**src/rtl/swervolf_gpio_if.sv**
```systemverilog
// Wishbone-style register bus between a master and the GPIO block.
interface swervolf_gpio_if;
    logic [2:0]  i_wb_adr;
    logic [31:0] i_wb_dat;
    logic        i_wb_we;
    logic        i_wb_cyc;
    logic        i_wb_stb;
    logic [31:0] o_wb_rdt;
    logic        o_wb_ack;

    modport master (
        output i_wb_adr, i_wb_dat, i_wb_we, i_wb_cyc, i_wb_stb,
        input  o_wb_rdt, o_wb_ack
    );

    modport slave (
        input  i_wb_adr, i_wb_dat, i_wb_we, i_wb_cyc, i_wb_stb,
        output o_wb_rdt, o_wb_ack
    );
endinterface

```
**src/rtl/swervolf_gpio.sv**
```systemverilog
// GPIO block: synchronised and debounced inputs with edge-selectable
// pending interrupts, registered outputs, and a small register file
// behind a single-cycle-ack bus.
module swervolf_gpio #(
    parameter int unsigned WIDTH       = 16,
    parameter int unsigned SYNC_STAGES = 2,
    parameter int unsigned DB_CYCLES   = 4
) (
    input  logic             clk,
    input  logic             rst_n,
    swervolf_gpio_if.slave   wb,
    input  logic [WIDTH-1:0] i_gpio,
    output logic [WIDTH-1:0] o_gpio,
    output logic             o_irq
);

    // DB_CYCLES of 0 and 1 both mean "accept on the first mismatching sample"
    localparam int unsigned DB_EFF   = (DB_CYCLES > 1) ? DB_CYCLES : 1;
    localparam int unsigned CNT_W    = $clog2((DB_CYCLES > 2) ? DB_CYCLES : 2);
    localparam logic [CNT_W-1:0] CNT_LAST = CNT_W'(DB_EFF - 1);

    logic [WIDTH-1:0] sync_q [SYNC_STAGES];
    logic [WIDTH-1:0] sync_val;
    logic [WIDTH-1:0] stable_q;
    logic [CNT_W-1:0] db_cnt [WIDTH];
    logic [WIDTH-1:0] mism;
    logic [WIDTH-1:0] flip;
    logic [WIDTH-1:0] set_evt;

    logic [WIDTH-1:0] out_q;
    logic [WIDTH-1:0] irq_en_q;
    logic [WIDTH-1:0] irq_pend_q;
    logic [WIDTH-1:0] edge_sel_q;
    logic [WIDTH-1:0] both_q;
    logic             irq_q;

    logic             bus_acc;
    logic             bus_wr;
    logic [WIDTH-1:0] wr_dat;
    logic [WIDTH-1:0] pend_clr;
    logic [31:0]      rd_data;
    logic             unused_dat;

    assign sync_val   = sync_q[SYNC_STAGES-1];
    assign o_gpio     = out_q;
    assign o_irq      = irq_q;
    assign unused_dat = ^wb.i_wb_dat;

    // A new access starts only when the previous cycle did not ack,
    // which keeps ack from ever lasting two clocks.
    assign bus_acc = wb.i_wb_cyc & wb.i_wb_stb & ~wb.o_wb_ack;
    assign bus_wr  = bus_acc & wb.i_wb_we;
    assign wr_dat  = wb.i_wb_dat[WIDTH-1:0];

    // Metastability chain for the asynchronous pins
    always_ff @(posedge clk or negedge rst_n) begin
        if (!rst_n) begin
            for (int unsigned i = 0; i < SYNC_STAGES; i++) begin
                sync_q[i] <= '0;
            end
        end else begin
            sync_q[0] <= i_gpio;
            for (int unsigned i = 1; i < SYNC_STAGES; i++) begin
                sync_q[i] <= sync_q[i-1];
            end
        end
    end

    // Per-channel acceptance and edge event decode
    always_comb begin
        mism    = sync_val ^ stable_q;
        flip    = '0;
        set_evt = '0;
        for (int unsigned i = 0; i < WIDTH; i++) begin
            flip[i] = mism[i] && (db_cnt[i] == CNT_LAST);
        end
        // sync ^ edge_sel is 1 for a rise with sel=0 or a fall with sel=1
        set_evt = flip & (both_q | (sync_val ^ edge_sel_q));
    end

    // Debounce counters and stable state
    always_ff @(posedge clk or negedge rst_n) begin
        if (!rst_n) begin
            stable_q <= '0;
            for (int unsigned i = 0; i < WIDTH; i++) begin
                db_cnt[i] <= '0;
            end
        end else begin
            for (int unsigned i = 0; i < WIDTH; i++) begin
                if (!mism[i] || flip[i]) begin
                    db_cnt[i] <= '0;
                end else begin
                    db_cnt[i] <= db_cnt[i] + CNT_W'(1);
                end
                if (flip[i]) begin
                    stable_q[i] <= sync_val[i];
                end
            end
        end
    end

    // Register read mux, zero-extended to the bus width
    always_comb begin
        rd_data = '0;
        case (wb.i_wb_adr)
            3'd0:    rd_data = 32'(stable_q);
            3'd1:    rd_data = 32'(out_q);
            3'd2:    rd_data = 32'(irq_en_q);
            3'd3:    rd_data = 32'(irq_pend_q);
            3'd4:    rd_data = 32'(edge_sel_q);
            3'd5:    rd_data = 32'(both_q);
            default: rd_data = '0;
        endcase
    end

    // Write-one-to-clear mask for the pending register
    always_comb begin
        pend_clr = '0;
        if (bus_wr && (wb.i_wb_adr == 3'd3)) begin
            pend_clr = wr_dat;
        end
    end

    // Control registers; pending sets win over a coincident clear
    always_ff @(posedge clk or negedge rst_n) begin
        if (!rst_n) begin
            out_q      <= '0;
            irq_en_q   <= '0;
            irq_pend_q <= '0;
            edge_sel_q <= '0;
            both_q     <= '0;
        end else begin
            if (bus_wr) begin
                case (wb.i_wb_adr)
                    3'd1:    out_q      <= wr_dat;
                    3'd2:    irq_en_q   <= wr_dat;
                    3'd4:    edge_sel_q <= wr_dat;
                    3'd5:    both_q     <= wr_dat;
                    default: ;
                endcase
            end
            irq_pend_q <= (irq_pend_q & ~pend_clr) | set_evt;
        end
    end

    // Registered level interrupt
    always_ff @(posedge clk or negedge rst_n) begin
        if (!rst_n) begin
            irq_q <= 1'b0;
        end else begin
            irq_q <= |(irq_pend_q & irq_en_q);
        end
    end

    // Bus acknowledge and read data capture
    always_ff @(posedge clk or negedge rst_n) begin
        if (!rst_n) begin
            wb.o_wb_ack <= 1'b0;
            wb.o_wb_rdt <= '0;
        end else begin
            wb.o_wb_ack <= bus_acc;
            if (bus_acc) begin
                wb.o_wb_rdt <= rd_data;
            end
        end
    end

endmodule

```
**src/flat_wrapper.sv**
```systemverilog
// flat-port wrapper written by rule: the top's interface ports become plain ports
module swervolf_gpio_flat 
#(
    parameter int unsigned WIDTH       = 16,
    parameter int unsigned SYNC_STAGES = 2,
    parameter int unsigned DB_CYCLES   = 4
)
  (clk, rst_n, i_gpio, o_gpio, o_irq, wb_i_wb_adr, wb_i_wb_dat, wb_i_wb_we, wb_i_wb_cyc, wb_i_wb_stb, wb_o_wb_rdt, wb_o_wb_ack);
  swervolf_gpio_if wb_i ();
  input  logic clk;
  input  logic rst_n;
  input  logic [WIDTH-1:0] i_gpio;
  output logic [WIDTH-1:0] o_gpio;
  output logic o_irq;
  input wire logic [$bits(wb_i.i_wb_adr)-1:0] wb_i_wb_adr;
  input wire logic [$bits(wb_i.i_wb_dat)-1:0] wb_i_wb_dat;
  input wire logic [$bits(wb_i.i_wb_we)-1:0] wb_i_wb_we;
  input wire logic [$bits(wb_i.i_wb_cyc)-1:0] wb_i_wb_cyc;
  input wire logic [$bits(wb_i.i_wb_stb)-1:0] wb_i_wb_stb;
  output wire logic [$bits(wb_i.o_wb_rdt)-1:0] wb_o_wb_rdt;
  output wire logic [$bits(wb_i.o_wb_ack)-1:0] wb_o_wb_ack;
  assign wb_i.i_wb_adr = wb_i_wb_adr;
  assign wb_i.i_wb_dat = wb_i_wb_dat;
  assign wb_i.i_wb_we = wb_i_wb_we;
  assign wb_i.i_wb_cyc = wb_i_wb_cyc;
  assign wb_i.i_wb_stb = wb_i_wb_stb;
  assign wb_o_wb_rdt = wb_i.o_wb_rdt;
  assign wb_o_wb_ack = wb_i.o_wb_ack;
  swervolf_gpio #(.WIDTH(WIDTH), .SYNC_STAGES(SYNC_STAGES), .DB_CYCLES(DB_CYCLES)) u_core (.clk(clk), .rst_n(rst_n), .wb(wb_i), .i_gpio(i_gpio), .o_gpio(o_gpio), .o_irq(o_irq));
endmodule
```
**config.mk**
```make
export PLATFORM = sky130hd
export DESIGN_NAME = swervolf_gpio_flat
export DESIGN_NICKNAME = d
export VERILOG_FILES = /design/src/rtl/swervolf_gpio_if.sv /design/src/rtl/swervolf_gpio.sv /design/src/flat_wrapper.sv
export SDC_FILE = /design/constraint.sdc
export NUM_CORES = 1
export LEC_CHECK = 0
export BUFFER_PORTS_ARGS = -buffer_cell sky130_fd_sc_hd__clkbuf_2
export CAP_MARGIN = 30
export CORE_MARGIN = 5
export CORE_UTILIZATION = 44
export CTS_BUF_LIST = sky130_fd_sc_hd__clkbuf_8
export CTS_CLUSTER_DIAMETER = 50
export CTS_CLUSTER_SIZE = 8
export DETAILED_ROUTE_END_ITERATION = 8
export PLACE_DENSITY_LB_ADDON = 0.15
export SYNTH_ARGS = -nofsm -noshare
export SYNTH_HDL_FRONTEND = slang
export SYNTH_SLANG_ARGS = --single-unit
```
**constraint.sdc**
```tcl
create_clock -name clk -period 5 [get_ports clk]
set_input_delay 1 -clock clk [delete_from_list [all_inputs] [get_ports clk]]
set_output_delay 1 -clock clk [all_outputs]
set_load 0.01 [all_outputs]
```
## After elaboration in Yosys (flattened, before gate mapping)

Cells that the tools add are included.
W data, S select, Z words.

| storage, ports and cells | value |
|---|---|
| output and inout bits | 50 |
| bits in read-only memories | 0 |
| word-level logic and storage cells | 164 |
| memories | 0 |
| input bits | 56 |
| bits in registers | 194 |
| bits in latches | 0 |
| memory bits (writable) | 0 |

| cells by class | value |
|---|---|
| multipliers | 0 |
| mux-type cells | 18 |
| bitwise logic cells | 12 |
| magnitude comparators | 0 |
| div/mod/pow operators | 0 |
| reductions and logical operators | 55 |
| shift operators | 0 |
| equal/unequal tests | 21 |
| $add $sub $neg | 16 |

Operators by type and width:

| kind | number |
|---|---|
| $pmux W16 S6 | 1 |
| $and A16 B16 Y16 | 3 |
| $add A2 B1 Y2 const B | 16 |
| $eq A2 B2 Y1 const B | 16 |
| $mux W2 | 16 |
| $or A16 B16 Y16 | 2 |
| $xor A16 B16 Y16 | 2 |
| $logic_and A1 B1 Y1 | 17 |
| $logic_not A1 Y1 | 16 |
| $logic_or A1 B1 Y1 | 16 |
| $mux W16 | 1 |
| $not A16 Y16 | 1 |
| $reduce_or A16 Y1 | 1 |
| $reduce_and A2 Y1 | 4 |
| $eq A3 B2 Y1 const B | 2 |
| $eq A3 B3 Y1 const B | 2 |
| $and A1 B1 Y1 | 3 |
| $eq A3 B1 Y1 const B | 1 |
| $logic_not A3 Y1 | 1 |
| $not A1 Y1 | 1 |

## Longest topological paths before layout

Gate-level depths: netlist of the first run.

| logic depth | value |
|---|---|
| depth after elaboration | 8 |
| gate-level depth with buffers | 7 |
| gate-level depth less buffers | 4 |

## Least setup slack after synthesis of the first run

OpenSTA, ideal clock, no wires.

| path | value |
|---|---|
| kind | input to register |
| from | input port wb_i_wb_adr[2] |
| to | register u_core.irq_en_q[0] |
| data required time | 4875 ps |
| setup time | 125 ps |
| stages | 5 |
| setup slack | 2646 ps |
| arrival time | 2229 ps |
| buffers on the path | 2 |
| cells stage by stage | buf_4 -> nand2b_2 -> nor4_4 -> buf_6 -> mux2_2 |

| on the way | value |
|---|---|
| word-level cells in the longest chain between the ends | 2 |

Ends and longest elaborated chain:

| element | RTL line | text |
|---|---|---|
| start, declared | flat_wrapper.sv:15 | `input wire logic [$bits(wb_i.i_wb_adr)-1:0] wb_i_wb_adr;` |
| $eq A3 B2 Y1 | swervolf_gpio.sv:134 | `case (wb.i_wb_adr)` |
| $reduce_and A2 Y1 (no source line) | - |  |
| end signal, assigned | swervolf_gpio.sv:136 | `3'd2: irq_en_q <= wr_dat;` |
| end, declared | swervolf_gpio.sv:31 | `logic [WIDTH-1:0] irq_en_q;` |

No other way between the ends.
A chain may end at the register's enable or synchronous reset.

## Final worst setup path of the first run

| path | value |
|---|---|
| from | input port wb_i_wb_adr[1] |
| to | register u_core.irq_en_q[13] |

Same word-level chain as after synthesis.

==> results of run 1 <==
==> stage by stage <==
stage,utilization,setup WS (ns),std cells,power [mW]
after floorplan,-,2.65,607,2.74
after global placement,0.481,1.71,876,3.00
after detailed placement,0.481,1.64,876,3.07
after CTS,0.502,2.14,908,4.02
after global routing,0.502,2.04,908,4.24
final,0.502,2.12,908,3.97
==> registers in the layout, indices dropped and copies added, names as in the netlist <==
register            cells
u_core.db_cnt          32
u_core.both_q          16
u_core.edge_sel_q      16
u_core.irq_en_q        16
u_core.irq_pend_q      16
u_core.o_gpio          16
u_core.stable_q        16
u_core.sync_q          16
u_core.sync_val        16
u_core.wb.o_wb_rdt     16
u_core.o_irq            1
u_core.wb.o_wb_ack      1
==> worst min path at each step <==
stage | from | endpoint | slack (ns)
2_1_floorplan | u_core.sync_q[16]$_DFF_PN0_ | u_core.sync_val[0]$_DFF_PN0_ | 0.33
3_3_place_gp | u_core.sync_q[25]$_DFF_PN0_ | u_core.sync_val[9]$_DFF_PN0_ | 0.33
3_5_place_dp | u_core.sync_q[27]$_DFF_PN0_ | u_core.sync_val[11]$_DFF_PN0_ | 0.34
4_1_cts | u_core.sync_q[27]$_DFF_PN0_ | u_core.sync_val[11]$_DFF_PN0_ | 0.36
5_1_grt | u_core.sync_q[27]$_DFF_PN0_ | u_core.sync_val[11]$_DFF_PN0_ | 0.36
6_report | u_core.sync_q[27]$_DFF_PN0_ | u_core.sync_val[11]$_DFF_PN0_ | 0.35
==> cell type report <==
type,instances,share of cell area
sequential,178,0.511
multi-input combinational,375,0.354
timing repair buffer,83,0.0527
tap,225,0.0323
clock buffer,18,0.0284
clock inverter,14,0.0151
inverter,15,0.00646
==> routing by layer <==
| layer | GRT usage | routed length [um] |
|---|---|---|
| met3 | 0.0382 | 754 |
| met5 | 0 | 0 |
| met2 | 0.295 | 8620 |
| met1 | 0.233 | 7450 |
| met4 | 0.0550 | 260 |
==> power by group through the flow <==
stage,logic [mW],clock network (mW),registers [mW]
after floorplan,0.692,0,2.05
after global placement,0.900,0,2.10
after detailed placement,0.945,0,2.13
after CTS,0.945,0.979,2.10
after global routing,1.05,1.04,2.14
final,0.930,0.949,2.10
==> worst max-delay path, delay by kind of cell <==
| family | cells | cell delay, ns |
|---|---|---|
| buffers and inverters | 3 | 1.21 |
| muxes | 1 | 0.35 |
| and+or+nand+nor | 1 | 0.64 |
==> placed cells by master (no fill, tap or decap), drive strengths merged, types with 2 or more instances in the layout <==
master / netlist / routed
a211oi: 26 / 26
a21o: 4 / 4
a21oi: 16 / 16
a221o: 11 / 11
a221oi: 4 / 4
a22o: 16 / 16
a22oi: 5 / 5
a31oi: 2 / 2
a32o: 11 / 11
buf: 32 / 11
clkbuf: 7 / 90
clkinv: 0 / 6
clkinvlp: 0 / 4
conb: 1 / 16
dfrtp: 178 / 178
ha: 16 / 16
inv: 15 / 18
mux2: 94 / 94
mux2i: 15 / 15
nand2: 19 / 19
nand2b: 25 / 25
nand3: 2 / 2
nand4: 2 / 2
nor2: 19 / 19
nor2b: 14 / 14
nor3: 4 / 4
nor3b: 8 / 8
nor4: 3 / 3
o21ai: 18 / 18
o22a: 2 / 2
o22ai: 12 / 12
xnor2: 8 / 8
==> cells by family (layout without fill, tap and decap cells) <==
| logic type | after synthesis | after routing |
|---|---|---|
| AO/OA/AOI/OAI | 127 | 127 |
| multiplexers | 110 | 110 |
| flip-flops | 178 | 178 |
| XOR/XNOR | 8 | 8 |
| adder cells (fa/ha/maj) | 16 | 16 |
| buffers and inverters | 54 | 130 |
| AND/OR/NAND/NOR | 98 | 98 |
| other | 1 | 16 |
==> metrics.md, run 1 <==
| Metric | Value |
|---|---|
| Number of global-route vias before repair | 5216 |
| Drt wl/cell | 18.8 um |
| Clock Skew | 0.0152 ns |
| Sequential share of power | 0.527 |
| Area of the multi-input gates | 3090 um2 |
| Min-delay worst type | flip-flop to flip-flop |
| CP endpoint kind | flip-flop |
| Final hold viol count | 0 |
| Initial Util | 0.449 |
| Relative slew margins | 0.423 |
| Crit path to | u_core.irq_en_q[13]$_DFFE_PN0P_ |
| Detailed router's first-iteration violation count | approximately 230 |
| CP max stage delay | 0.64 ns |
| Critical Path RT | around 5.4 ns |
| Largest net degree at the start of global routing | 95 |
| Antenna-violating nets left | 0 |
| GRT Residual Overflow | 0 |
| Row count | 48 |
| TritonCTS clock tree | done |
| # Post-CTS Setup Buffers | 0 |
| Clock root cell | clkbuf_8 |
| Most frequent cell after synthesis | dfrtp_1 |
| Compound-Gate Fraction of Synth Area | 0.120 |
| Reg clk slew, reported paths | 0.09 ns |
| GP Congestion | around 0.8 |
| Worst R2R Start | u_core.wb.o_wb_ack$_DFF_PN0_ |
| Cell variety after synth | 41 |
| Worst Max-Slew Pin Slew | 0.859 ns |
| Post-route cell area | between 8000 and 9000 um2 |
| PostCTS Resize Cnt | 0 |
| Setup crit start kind | input port |
| #FFs+latches synth | 178 |
| FF-to-FF path depth | 4 |
| Largest family of logic cells by synthesized area | multiplexers |
| CTS max path bufs | 2 |
| Worst hold slack | 0.352 ns |
| Clock sink count | ~180 |
| Gate power share | 0.234 |
| TritonRoute pass-1 iters | 4 |
| Post-synth top flop | dfrtp_1 |
| Share of cells above drive strength 1 | 0.319 |
| Die H | around 140 um |
| Hold_buf cts | 0 |
| Final worst path period share | 0.576 |
| Final Max Slew Viols | 0 |
| Initial antenna violation count | 0 |
| Fmax | about 0.35 GHz |
| Cells on Worst Hold Path | 0 |
| Max Cap Viol | 0 |
| Synthesized area | 7790 um2 |
| Sw Ratio | 0.316 |
| Die outline width | about 140 um |
| Synth Area in XOR/XNOR | 0.00899 |
| Max FO, Critical Path | 23 |
| Worst reg2reg setup slack | 2.54 ns |
| Crit. Startpoint | wb_i_wb_adr[1] |
| WS Path Type | input port to flip-flop |
| Clk network pwr share | 0.239 |
| EDFF count, synth | 0 |
| Tmin final | 2.88 ns |
| Core Footprint | 17400 um2 |
| Final setup violation count | 0 |
| GR Util All Layers | 0.177 |
| Residual DRC | 0 |
| Routed vias/inst | 5.45 |
| Total CTS buffers | 17 |
| Total number of vias | 4947 |
| Largest cells by area after synthesis | dfrtp_1, mux2_2, ha_1, a211oi_1, buf_4 |
| Setup TNS | 0 ns |
| Area share of fa/ha/maj cells after synthesis | 0.0257 |
| PD cells | 456 nW/um2 |
| Total net switching power | approximately 1.3 mW |
| H-tree depth | 4 |
| Register area | approximately 4500 um2 |
| Cells after synthesis | 592 |
| Placed inst area | 8340 um2 |
| Syn avg cell area | 13.2 um2 |
| Filler cell count | 1532 |
| Async SR Flop Fraction | 1.00 |
| Status | complete, no violations |
| Inserted Diodes | 0 |
| Total Die Area | 20500 um2 |
| Worst-path cell chain | clkbuf_2 > inv_2 > nor4_4 > buf_4 > mux2_2 |
| Sequential fraction of the synthesis area | 0.572 |
| Largest area contributor in the netlist | dfrtp_1 |
| Mux contribution to synthesized area | 0.158 |
| Arr. time, crit path | 3.23 ns |
| Synth top area share | 0.572 |
| Pint | around 2.7 mW |
| Synth warn | 0 |
| Reg2Reg Capture Point | u_core.o_gpio[1]$_DFFE_PN0P_ |
| Port-buffer cells | between 70 and 80 |
| Post-DP HPWL | 11.6 mm |
| Post-synthesis simple-gate area fraction | 0.0761 |
| RSZ-0062 raised after global routing | no |
| DRT Wirelength | 17.1 mm |
| Lkg Pwr | 4.07 nW |
| Clock latency on the worst-skew pair | 0.46 ns |
| CP max-delay cell | nor4_4 |
| Maximum VDD drop | approximately 0.22 mV |
| First-pass GRT wire length | 28.2 mm |
| Syn-to-layout area delta | 11.9% |
| Number of I/O pins | 106 |
| NumNets Final | approximately 740 |
| Most common library cells after synthesis | dfrtp_1, mux2_2, a211oi_1 |
Note: power is estimated with default switching activity, not from simulation.
==> run 2, diff against run 1 <==
- clock period: 5 -> 2.7 ns (I/O delays scaled with it)
==> run 2 against run 1 <==
Compared with the run above:
- clock power up 89%
- clock skew barely moved
- sequential share of layout area fell by 0.76 points
- sequential power is 85% higher
- worst setup slack worse by 1.3 ns
- die area did not move
- clock-buffer cell count up 1
- final cell count increased by 1.5%
- global-route usage down 0.32 points
- utilization rose by 0.76 points
- wire length decreased by 1.0%
- critical path type is now flip-flop to flip-flop
- highest routed layer unchanged
==> metrics.md, run 2 (synthesized netlist as in run 1, its figures left out) <==
| Metric | Value |
|---|---|
| Worst Max-Slew Pin Slew | 0.578 ns (was 0.859 ns) |
| Die H | 143 um (unchanged) |
| Fmax | 0.520 GHz |
| Max FFs per register | 32 (unchanged) |
| GP Congestion | 0.793 (was 0.778) |
| DRT Wirelength | 16.9 mm (was 17.1 mm) |
| Syn-to-layout area delta | 13.6% (was 11.9%) |
| Number of global-route vias before repair | 5261 (was 5216) |
| Row count | 48 (unchanged) |
| Largest net degree at the start of global routing | 77 (was 95) |
| First-pass GRT wire length | 27.6 mm (was 28.2 mm) |
| Post-DP HPWL | 12.2 mm (was 11.6 mm) |
| Number of I/O pins | 106 (unchanged) |
| Port-buffer cells | 73 (unchanged) |
| Reg clk slew, reported paths | 0.08 ns (was 0.09 ns) |
| Residual DRC | 0 (unchanged) |
| Die outline width | 143 um (unchanged) |
| Final Max Slew Viols | 0 (unchanged) |
| Routed vias/inst | 5.43 (was 5.45) |
| Commonest non-fill, non-tap cell in the layout | dfrtp_1 (unchanged) |
| Status | complete, no violations (unchanged) |
| Total number of vias | 5011 (was 4947) |
| Post-route cell area | 8850 um2 (was 8720 um2) |
| Placed inst area | 8450 um2 (was 8340 um2) |
| Critical Path RT | 3.03 ns (was 5.35 ns) |
| Clock sink count | 178 (unchanged) |
| Commonest non-fill, non-tap cells in the layout | dfrtp_1, mux2_2, clkbuf_2 (unchanged) |
| Core Footprint | 17400 um2 (unchanged) |
| CP endpoint kind | flip-flop (unchanged) |
| Initial antenna violation count | 0 (unchanged) |
| Arr. time, crit path | 2.25 ns (was 3.23 ns) |
| H-tree depth | 4 (unchanged) |
| Hold_buf cts | 0 (unchanged) |
| Total Die Area | 20500 um2 (unchanged) |
| Setup TNS | 0 ns (unchanged) |
| # Post-CTS Setup Buffers | 0 (unchanged) |
| Final hold viol count | 0 (unchanged) |
| Inserted Diodes | 0 (unchanged) |
| Clock Skew | 0.0151 ns (was 0.0152 ns) |
| Initial Util | 0.449 (unchanged) |
| Share of cells above drive strength 1 | 0.330 (was 0.319) |
| PostCTS Resize Cnt | 0 (unchanged) |
| GRT Residual Overflow | 0 (unchanged) |
| Maximum VDD drop | 0.331 mV (was 0.224 mV) |
| Clock root cell | clkbuf_8 (unchanged) |
| Tmin final | 1.92 ns |
| Clock latency on the worst-skew pair | 0.45 ns (was 0.46 ns) |
| Final worst path period share | 0.713 |
| Filler cell count | 1518 (was 1532) |
| Relative slew margins | 0.615 (was 0.423) |
| RSZ-0062 raised after global routing | no (unchanged) |
| Final setup violation count | 0 (unchanged) |
| TritonCTS clock tree | done (unchanged) |
| Total CTS buffers | 17 (unchanged) |
| TritonRoute pass-1 iters | 4 (unchanged) |
| Post-Layout Cell Count | 922 (was 908) |
| Most flop-heavy register | u_core.db_cnt (unchanged) |
| Max FO, Critical Path | 14 (was 23) |
| Post-Place Cells | 890 (was 876) |
| Min-delay worst type | input port to asynchronous set/reset pin (was flip-flop to flip-flop) |
| Antenna-violating nets left | 0 (unchanged) |
| Setup crit start kind | flip-flop (was input port) |
| Detailed router's first-iteration violation count | 271 (was 229) |
| Max Cap Viol | 0 (unchanged) |
| Lkg Pwr | 4.15 nW (was 4.07 nW) |
| GR Util All Layers | 0.174 (was 0.177) |
| PD cells | 836 nW/um2 (was 456 nW/um2) |
| NumNets Final | 756 (was 742) |
| CTS max path bufs | 2 (unchanged) |
| Drt wl/cell | 18.3 um (was 18.8 um) |
| WS Path Type | flip-flop to flip-flop (was input port to flip-flop) |
## run 2: changes by cell type in the layout (fill, tap and decap cells not counted), sizes merged
cell	previous run	this run
clkbuf	90	91
clkinv	6	3
clkinvlp	4	5
buf	11	25
bufinv	1	2
## run 2: critical path: stages, from the launching register on
cell and delay, ns:
dfrtp_1 0.39, nand3b_4 0.32, inv_1 0.26, and4_1 0.24, buf_4 0.24, mux2_2 0.36
## run 2: worst paths after layout
kind / start / endpoint / slack [ns] / cells past startpoint
setup / recovery: u_core.wb.o_wb_ack$_DFF_PN0_ / u_core.both_q[12]$_DFFE_PN0P_ / 0.78 / 5
hold / removal: rst_n / u_core.sync_val[3]$_DFF_PN0_ / 0.05 / 1
setup reg to reg: u_core.wb.o_wb_ack$_DFF_PN0_ / u_core.both_q[12]$_DFFE_PN0P_ / 0.78 / 5
hold reg to reg: u_core.sync_q[18]$_DFF_PN0_ / u_core.sync_val[2]$_DFF_PN0_ / 0.35 / 0
max in group asynchronous: rst_n / u_core.stable_q[9]$_DFFE_PN0P_ / 1.84 / 2
min in group clk: i_gpio[11] / u_core.sync_q[27]$_DFF_PN0_ / 0.19 / 1
## run 2: layout make-up
cell class,count,area (um2),share of cell area
sequential,178,4450,0.503
clock inverter,13,136,0.0154
multi-input combinational,375,3090,0.349
inverter,15,56.3,0.00636
tap,225,282,0.0318
timing repair buffer,97,572,0.0646
clock buffer,19,262,0.0295
## run 2: power breakdown
group / internal [mW] / switching, mW
Combinational: 0.945 / 0.783
Clock: 0.868 / 0.918
Sequential: 3.34 / 0.549
## run 2: metrics by stage
stage | util | total power [mW] | setup WS, ns | hold WS, ns
final | 0.510 | 7.40 | 0.776 | 0.0462
after global routing | 0.510 | 7.92 | 0.716 | 0.0753
after CTS | 0.510 | 7.52 | 0.783 | 0.0562
after detailed placement | 0.487 | 5.70 | 0.547 | 0.336
after global placement | 0.486 | 5.57 | 0.379 | 0.333
after floorplan | - | 5.08 | 0.806 | 0.244
## run 2: metal layers
metal  vias to the layer above  global-route usage  share of wire
li1                       2330                   -              -
met1                      2560               0.223           0.44
met2                       107               0.299           0.50
met3                        14              0.0395          0.045
met4                         0              0.0450          0.013
met5                         -                   0              0
==> run 3, diff against run 2 <==
- clock period: 2.7 -> 2 ns (I/O delays scaled with it)
==> run 3 against run 2 <==
Compared with the run above:
- sequential share of layout area fell by 0.96 points
- flip-flop and latch count did not move
- final area up 1.9%
- largest power group unchanged
- global-route usage grew 0.58 points
- utilization grew 0.99 points
- fmax is 6.9% higher
==> metrics.md, run 3 (synthesized netlist as in run 1, its figures left out) <==
| Metric | Value |
|---|---|
| Share of cells above drive strength 1 | 0.336 (was 0.330) |
| Total power | 10.1 mW (was 7.40 mW) |
| Tmin final | 1.80 ns (was 1.92 ns) |
| WS Path Type | flip-flop to flip-flop (unchanged) |
| Relative slew margins | 0.649 (was 0.615) |
| Crit. Startpoint | u_core.wb.o_wb_ack$_DFF_PN0_ (unchanged) |
| TritonRoute pass-1 iters | 4 (unchanged) |
| Final setup violation count | 0 (unchanged) |
| Sw Ratio | 0.312 (was 0.304) |
| H-tree depth | 4 (unchanged) |
| Worst-path cell chain | nand3b_4 > inv_1 > and4_1 > buf_4 > mux2_2 (unchanged) |
| Worst slack, placed | 0.0545 ns (was 0.547 ns) |
| Maximum VDD drop | 0.819 mV (was 0.331 mV) |
| Commonest non-fill, non-tap cells in the layout | dfrtp_1, mux2_2, clkbuf_2 (unchanged) |
| CTS max path bufs | 2 (unchanged) |
| Syn-to-layout area delta | 15.8% (was 13.6%) |
| Met3 Use GR | 0.0422 (was 0.0395) |
| Row count | 48 (unchanged) |
| First-pass GRT wire length | 28.4 mm (was 27.6 mm) |
| Largest net degree at the start of global routing | 54 (was 77) |
| RSZ-0062 raised after global routing | no (unchanged) |
| Core Footprint | 17400 um2 (unchanged) |
| Port-buffer cells | 73 (unchanged) |
| TritonCTS clock tree | done (unchanged) |
| DRT Wirelength | 17.5 mm (was 16.9 mm) |
| PD cells | 1120 nW/um2 (was 836 nW/um2) |
| Number of I/O pins | 106 (unchanged) |
| FF-to-FF path depth | 5 (unchanged) |
| Inserted Diodes | 0 (unchanged) |
| Clock sink count | 178 (unchanged) |
| Drt wl/cell | 18.7 um (was 18.3 um) |
| Min-delay worst type | input port to flip-flop (was input port to asynchronous set/reset pin) |
| Gate power share | 0.236 (was 0.234) |
| GRT Residual Overflow | 0 (unchanged) |
| Max FFs per register | 32 (unchanged) |
| Critical Path RT | 2.35 ns (was 3.03 ns) |
| Most flop-heavy register | u_core.db_cnt (unchanged) |
| NumNets Final | 772 (was 756) |
| Final worst path period share | 0.900 (was 0.713) |
| Clk network pwr share | 0.243 (was 0.241) |
| Residual DRC | 0 (unchanged) |
| CP endpoint kind | flip-flop (unchanged) |
| Routed vias/inst | 5.45 (was 5.43) |
| Total CTS buffers | 17 (unchanged) |
| Worst Slack Setup Final | 0.200 ns (was 0.776 ns) |
| Hold_sp | i_gpio[10] |
| Setup TNS | 0 ns (unchanged) |
| M2 GR Usage | 0.301 (was 0.299) |
| Final Max Slew Viols | 0 (unchanged) |
| Clock root cell | clkbuf_8 (unchanged) |
| Pint | 6.93 mW (was 5.15 mW) |
| Max Cap Viol | 0 (unchanged) |
| Arr. time, crit path | 2.15 ns (was 2.25 ns) |
| Worst R2R Start | u_core.wb.o_wb_ack$_DFF_PN0_ (unchanged) |
| GP Congestion | 0.808 (was 0.793) |
| Met1 global-route usage | 0.239 (was 0.223) |
| PostCTS Resize Cnt | 0 (unchanged) |
| Die outline width | 143 um (unchanged) |
| GR Util All Layers | 0.180 (was 0.174) |
| Clock latency on the worst-skew pair | 0.47 ns (was 0.45 ns) |
| Max FO, Critical Path | 7 (was 14) |
| Final hold viol count | 0 (unchanged) |
| Detailed router's first-iteration violation count | 323 (was 271) |
| # Post-CTS Setup Buffers | 0 (unchanged) |
| Sequential share of power | 0.521 (was 0.525) |
| Worst hold slack | 0.0339 ns (was 0.0462 ns) |
| Die H | 143 um (unchanged) |
| Cells on Worst Hold Path | 1 |
| Lkg Pwr | 4.23 nW (was 4.15 nW) |
| Hold EP | u_core.sync_q[26]$_DFF_PN0_ |
| Number of global-route vias before repair | 5309 (was 5261) |
| CP max-delay cell | dfrtp_1 (unchanged) |
| Worst Max-Slew Pin Slew | 0.525 ns (was 0.578 ns) |
| Commonest non-fill, non-tap cell in the layout | dfrtp_1 (unchanged) |
| CP max stage delay | 0.40 ns (was 0.39 ns) |
| Antenna-violating nets left | 0 (unchanged) |
| Clock Skew | 0.0155 ns (was 0.0151 ns) |
| Hold_buf cts | 5 (was 0) |
| Post-DP HPWL | 12.7 mm (was 12.2 mm) |
| Total Die Area | 20500 um2 (unchanged) |
| Layer with the highest usage | met2 (unchanged) |
| Worst reg2reg setup slack | 0.20 ns (was 0.78 ns) |
| Total number of vias | 5102 (was 5011) |
| Initial antenna violation count | 0 (unchanged) |
| Reg clk slew, reported paths | 0.10 ns (was 0.08 ns) |
| Fmax | 0.556 GHz (was 0.520 GHz) |
| Status | complete, no violations (unchanged) |
| Initial Util | 0.449 (unchanged) |
| Setup crit start kind | flip-flop (unchanged) |
| Reg2Reg Capture Point | u_core.both_q[13]$_DFFE_PN0P_ (was u_core.both_q[12]$_DFFE_PN0P_) |
| Total net switching power | 3.14 mW (was 2.25 mW) |
run 3: per-layer routing:
layer / share of wire / routed length [um]
met5: 0 / 0
met4: 0.0090 / 158
met3: 0.049 / 857
met2: 0.50 / 8820
met1: 0.44 / 7680
run 3: final cells by class:
cell class	count	area [um2]
Tap cell	225	282
Fill cell	1503	8330
Multi-Input combinational cell	375	3090
Clock buffer	18	248
Sequential cell	178	4450
Inverter	15	56.3
Timing Repair Buffer	113	757
Clock inverter	12	136
run 3: worst max path at each step:
stage / to / cells past startpoint / slack [ns]
2_1_floorplan: u_core.irq_en_q[0]$_DFFE_PN0P_ / 5 / 0.25
3_3_place_gp: u_core.wb.o_wb_rdt[2]$_DFFE_PN0N_ / 5 / 0.002
3_5_place_dp: u_core.o_gpio[12]$_DFFE_PN0P_ / 6 / 0.05
4_1_cts: u_core.both_q[13]$_DFFE_PN0P_ / 5 / 0.20
5_1_grt: u_core.irq_pend_q[13]$_DFF_PN0_ / 6 / 0.11
6_report: u_core.both_q[13]$_DFFE_PN0P_ / 5 / 0.20
run 3: through the flow:
step | instances | utilization | instance area, um2
CTS | 935 | 0.519 | 9010
detailed placement | 900 | 0.494 | 8580
finish | 936 | 0.520 | 9020
global route | 936 | 0.520 | 9020
floorplan | 607 | - | 7850
global placement | 899 | 0.493 | 8560
run 3: power groups by stage:
stage | clock (mW) | combinational [mW] | sequential [mW]
floorplan | 0 | 1.73 | 5.12
CTS | 2.53 | 2.42 | 5.25
global placement | 0 | 2.29 | 5.27
detailed placement | 0 | 2.40 | 5.32
finish | 2.45 | 2.38 | 5.25
global route | 2.68 | 2.69 | 5.36
run 3: worst max-delay path: cells and delay by family, from the launching register on:
family        cells  cell delay (ns)
simple gates      2             0.51
buf+inv           2             0.41
flops             1             0.40
mux               1             0.35
